<file path="src/rtl/pwm_cfg_seq.sv">
// Configuration sequencer: reprograms a full PWM profile through the register-file port,
// sharing it with the host (host wins). Readback verify compiled in with PWM_CFG_SEQ_VERIFY_EN.
module pwm_cfg_seq (
  input  logic        clk,
  input  logic        rst_n,
  input  logic        host_read,
  input  logic        host_write,
  input  logic [5:0]  host_addr,
  input  logic [7:0]  host_data_write,
  output logic [7:0]  host_data_read,
  input  logic        start,
  input  logic [15:0] cfg_period,
  input  logic [15:0] cfg_compare1,
  input  logic [15:0] cfg_compare2,
  input  logic [7:0]  cfg_prescale,
  input  logic        cfg_upnotdown,
  input  logic [7:0]  cfg_functions,
  output logic        busy,
  output logic        done,
  output logic        error,
  output logic        read,
  output logic        write,
  output logic [5:0]  addr,
  output logic [7:0]  data_write,
  input  logic [7:0]  data_read
);

  typedef enum logic [1:0] {S_IDLE, S_WRITE, S_VERIFY, S_DONE} state_t;

  typedef struct packed {
    logic [15:0] period;
    logic [15:0] compare1;
    logic [15:0] compare2;
    logic [7:0]  prescale;
    logic        upnotdown;
    logic [7:0]  functions;
  } cfg_t;

  localparam logic [3:0] LAST_STEP = 4'd13;

  state_t     state, state_n;
  logic [3:0] step, step_n;
  cfg_t       cfg_q;
  logic       host_act;
  logic [5:0] step_addr;
  logic [7:0] step_data;
  logic       verify_step;

  assign host_act       = host_read | host_write;
  assign host_data_read = data_read;
  assign busy           = (state != S_IDLE);
  assign done           = (state == S_DONE);

  // Write list: disable first, load profile, reset counter, re-enable last.
  always_comb begin
    step_addr = 6'h00;
    step_data = 8'h00;
    case (step)
      4'd0:  begin step_addr = 6'h02; step_data = 8'h00; end
      4'd1:  begin step_addr = 6'h0C; step_data = 8'h00; end
      4'd2:  begin step_addr = 6'h00; step_data = cfg_q.period[7:0]; end
      4'd3:  begin step_addr = 6'h01; step_data = cfg_q.period[15:8]; end
      4'd4:  begin step_addr = 6'h03; step_data = cfg_q.compare1[7:0]; end
      4'd5:  begin step_addr = 6'h04; step_data = cfg_q.compare1[15:8]; end
      4'd6:  begin step_addr = 6'h05; step_data = cfg_q.compare2[7:0]; end
      4'd7:  begin step_addr = 6'h06; step_data = cfg_q.compare2[15:8]; end
      4'd8:  begin step_addr = 6'h0A; step_data = cfg_q.prescale; end
      4'd9:  begin step_addr = 6'h0B; step_data = {7'b0, cfg_q.upnotdown}; end
      4'd10: begin step_addr = 6'h0D; step_data = cfg_q.functions; end
      4'd11: begin step_addr = 6'h07; step_data = 8'h01; end
      4'd12: begin step_addr = 6'h0C; step_data = 8'h01; end
      4'd13: begin step_addr = 6'h02; step_data = 8'h01; end
      default: ;
    endcase
  end

`ifdef PWM_CFG_SEQ_VERIFY_EN
  logic err_set;
  // Steps 2..10 are the data registers that get read back.
  assign verify_step = (step >= 4'd2) && (step <= 4'd10);

  always_ff @(posedge clk or negedge rst_n) begin
    if (!rst_n)                        error <= 1'b0;
    else if (state == S_IDLE && start) error <= 1'b0;
    else if (err_set)                  error <= 1'b1;
  end
`else
  assign verify_step = 1'b0;
  assign error       = 1'b0;
`endif

  always_ff @(posedge clk or negedge rst_n) begin
    if (!rst_n) begin
      state <= S_IDLE;
      step  <= 4'd0;
      cfg_q <= '0;
    end else begin
      state <= state_n;
      step  <= step_n;
      if (state == S_IDLE && start)
        cfg_q <= '{cfg_period, cfg_compare1, cfg_compare2, cfg_prescale, cfg_upnotdown, cfg_functions};
    end
  end

  // Sequencer only advances on cycles the host leaves the port free.
  always_comb begin
    state_n = state;
    step_n  = step;
`ifdef PWM_CFG_SEQ_VERIFY_EN
    err_set = 1'b0;
`endif
    case (state)
      S_IDLE: if (start) begin
        state_n = S_WRITE;
        step_n  = 4'd0;
      end
      S_WRITE: if (!host_act) begin
        if (verify_step)             state_n = S_VERIFY;
        else if (step == LAST_STEP)  state_n = S_DONE;
        else                         step_n  = step + 4'd1;
      end
`ifdef PWM_CFG_SEQ_VERIFY_EN
      S_VERIFY: if (!host_act) begin
        if (data_read == step_data) begin
          state_n = S_WRITE;
          step_n  = step + 4'd1;
        end else begin
          err_set = 1'b1;
          state_n = S_DONE;
        end
      end
`endif
      S_DONE:  state_n = S_IDLE;
      default: state_n = S_IDLE;
    endcase
  end

  always_comb begin
    read       = 1'b0;
    write      = 1'b0;
    addr       = 6'h00;
    data_write = 8'h00;
    if (host_act) begin
      read       = host_read;
      write      = host_write;
      addr       = host_addr;
      data_write = host_data_write;
    end else if (state == S_WRITE) begin
      write      = 1'b1;
      addr       = step_addr;
      data_write = step_data;
    end
`ifdef PWM_CFG_SEQ_VERIFY_EN
    else if (state == S_VERIFY) begin
      read = 1'b1;
      addr = step_addr;
    end
`endif
  end

endmodule

</file>
<file path="config.mk">
export PLATFORM = sky130hd
export DESIGN_NAME = pwm_cfg_seq
export DESIGN_NICKNAME = d
export VERILOG_FILES = /design/src/rtl/pwm_cfg_seq.sv
export SDC_FILE = /design/constraint.sdc
export NUM_CORES = 1
export LEC_CHECK = 0
export BUFFER_PORTS_ARGS = -buffer_cell sky130_fd_sc_hd__clkbuf_2
export CAP_MARGIN = 30
export CORE_AREA = 4 4 125 91
export DETAILED_ROUTE_END_ITERATION = 7
export DIE_AREA = 0 0 129 95
export GPL_ROUTABILITY_DRIVEN = 0
export SYNTH_ARGS = -nofsm -noshare
export SYNTH_HDL_FRONTEND = slang
export SYNTH_SLANG_ARGS = --single-unit
</file>
<file path="constraint.sdc">
create_clock -name clk -period 2.1 [get_ports clk]
set_clock_uncertainty 0.2 [all_clocks]
set_input_delay 0.105 -clock clk [delete_from_list [all_inputs] [get_ports clk]]
set_output_delay 0.105 -clock clk [all_outputs]
set_load 0.005 [all_outputs]
</file>
==> impl_metrics.py <==
metrics = {
    "finish": {
        "regArea_mm2": 0.00178,
        "syn_to_final_growth_pct": 50.0,
        "multi_input_area_mm2": 0.00196,
        "nNetsFinal": 598,
        "fin_cells": 638,
        "fill_cells": 842,
        "layout_commonest_cell": "clkbuf_2",
        "drive_gt1_share_pct": 51.6,
        "final_area_mm2": 0.00584,
        "layout_common_cells": "clkbuf_2 (100), dfrtp_1 (68), dlygate4sd3_1 (67), mux2_2 (37), buf_4 (31)",
        "diodes": 0,
    },
    "synth": {
        "syn-num-nets": 414,
        "synth-seq-cells": 71,
        "async_flop_share_pct": 100,
        "yosysTopAreaCell": "dfrtp_1",
        "ys_seq_area_share_pct": 45.6,
        "synth_area_mm2": 0.00389,
        "synth_edf_count": 0,
        "yosysTopAreaCellShare_pct": 45.6,
        "synthTopCellsByArea": "dfrtp_1 (46%), mux2_4 (11%), mux2_2 (11%), a22oi_1 (2.5%), buf_4 (2.5%)",
        "synth_warnings": 0,
        "synth_ff_type": "dfrtp_1",
        "synthCells": 317,
        "ys_types": 49,
        "avgSynthCellArea_um2": 12.3,
    },
    "clocking": {
        "clockBufferDepth": 2,
        "clockRootBuffer": "clkbuf_16",
        "clock_sinks": 71,
        "h-tree-depth": 3,
        "numCtsBuffers": 9,
        "cts_tree": "done",
        "clk_pin_slew_worst_paths_ps": 50,
        "clkLatencyLatePin_ps": 340,
    },
    "pwr": {
        "netSwitchingPower_mw": 2.61,
        "p_clk_share_pct": 23.0,
        "combinationalPowerShare_pct": 44.6,
        "swShare_pct": 33.6,
        "power.density_mw_per_mm2": 1330,
        "ir_drop_mv": 0.588,
        "leakage_nw": 2.69,
        "p_int_mw": 5.17,
        "power_frac_seq_pct": 32.4,
    },
    "die": {
        "start_util_pct": 38.3,
        "die_y_um": 95,
        "placementRows": 31,
        "dieArea_mm2": 0.0123,
        "core-area_mm2": 0.0102,
        "io_pins": 119,
        "die_w_um": 129,
    },
    "setup_path": {
        "critPathKind": "reg2out",
        "slowest_delay_ps": 440,
        "endpoint_kind": "output port",
        "crit_slowest_cell": "dfrtp_2",
        "cp_num_buf_inv": 3,
        "cpLargestDelayFamily": "compound AO/OA/AOI/OAI gates",
        "cp.required_ps": 1790,
        "start_kind": "register",
        "cp_cell_sequence": "inv_2 -> ha_2 -> o22a_1 -> o31a_1 -> o21ai_4 -> buf_4 -> a32oi_1 -> clkbuf_2",
        "crit_fanout": 5,
        "cp.arrival_ps": 2170,
    },
    "sta": {
        "fin_crit_ps": 2480,
        "fin_crit_sh_pct": 118,
        "final-setup-viol-count": 10,
        "fin_ws_ps": -379,
        "fin_setup_tns_ps": -2960,
        "report.final.slew_viol_count": 0,
        "max_freq_ghz": 0.403,
        "whs_ps": 10.0,
        "report.final.hold_viol_count": 0,
        "rsz0062_at_grt": "true",
    },
    "drt": {
        "totalWireLength_um": 10900,
        "wl_per_cell_um": 17.1,
        "drt_first_pass_iters": 4,
        "drt_iter0_markers": 132,
        "drc": 0,
        "ant_nets": 0,
        "vias": 3165,
        "vias_per_cell": 4.96,
    },
    "global_routing": {
        "grt_pass1_wl_um": 16900,
        "grt_pass1_vias": 3208,
        "grt_overflow": 0,
        "antenna_found_initial": 0,
        "grt_max_degree": 40,
        "grt_use_total_pct": 18.0,
    },
    "outcome": {
        "status": "finished with violations",
        "failed_checks": "setup timing",
    },
    "placement": {
        "place_inst": 548,
        "hpwl_um": 7450,
        "post-place-ws_ps": -142,
        "place_area_mm2": 0.00458,
        "portBuffers": 101,
    },
    "flow_run": {
        "maxCapViolCount": 0,
    },
    "hold_path": {
        "hold_class": "in2out",
    },
}
-- synthesized netlist by cell type, types with 2 or more instances --
library cell and count:
a211oi_1 5, a21oi_1 8, a221oi_1 6, a222oi_1 3
a22o_1 10, a22oi_1 13, and2_1 4, buf_12 4
buf_2 9, buf_4 13, buf_6 4, clkbuf_1 6
dfrtp_1 71, ha_1 5, inv_1 6, mux2_1 2
mux2_2 37, mux2_4 28, mux2i_1 3, nand2_1 17
nand2b_1 3, nand3_1 6, nor2_1 9, nor2b_1 4
nor3_1 2, o21ai_0 8, o21ai_1 7, o31ai_1 2
or4_1 2
-- final timing paths --
check                              from                end  slack [ps]  depth (start not counted)
min in group asynchronous         rst_n          cfg_q[40]          50                          2
setup / recovery                step[1]      data_write[2]        -380                          8
hold reg to reg               cfg_q[55]          cfg_q[55]         310                          1
max in group asynchronous         rst_n            step[3]        1070                          3
hold / removal             data_read[7]  host_data_read[7]          10                          0
setup reg to reg                step[0]            step[2]           0                          8
-- cells by family after synthesis --
group | Yosys count | share of synthesized area, %
AO/OA/AOI/OAI | 73 | 14.0
flip-flops | 71 | 45.6
multiplexers | 70 | 22.8
AND/OR/NAND/NOR | 55 | 7.78
buffers and inverters | 42 | 8.03
adder cells (fa/ha/maj) | 5 | 1.61
other | 1 | 0.0963
-- flip-flops by register name, indices dropped and copies added, names as in the netlist --
signal  count
cfg_q      65
state       2
step        4
-- layer usage --
layer	wire, um	global-route usage, %	up-vias
met4	159	4.11	0
met3	627	4.35	13
met2	5070	28.8	93
li1	-	-	1517
met1	5040	24.8	1542
met5	0	0	-
-- power groups by stage --
stage	sequential, mW	combinational, mW	clock, mW
after floorplan	2.30	2.04	0
after global placement	2.49	2.82	0
after detailed placement	2.51	2.85	0
after CTS	2.49	3.21	1.83
after global routing	2.61	3.73	1.88
final	2.52	3.47	1.80
-- metrics by stage --
stage	total power, mW	util, %
detailed placement	5.36	45.1
floorplan	4.34	-
finish	7.79	57.5
global route	8.22	57.5
CTS	7.54	56.3
global placement	5.31	45.1
-- timing repair --
item | 4_1_cts | 5_1_grt
pin swaps | 12 | 8
buffers inserted | 6 | 1
endpoints found under the setup margin | 12 | 16
hold buffers | 67 | 0
cloned | 0 | 0
gates resized for setup | 18 | 29
hold endpoints to repair | 137 | 0
-- area by class of cell --
class | count | share of cell area, %
Timing Repair Buffer | 209 | 26.8
Multi-Input combinational cell | 204 | 33.5
Sequential cell | 71 | 30.5
Clock inverter | 7 | 2.14
Inverter | 6 | 0.386
Clock buffer | 9 | 3.86
Tap cell | 132 | 2.83
Note: power is estimated with default switching activity, not from simulation.
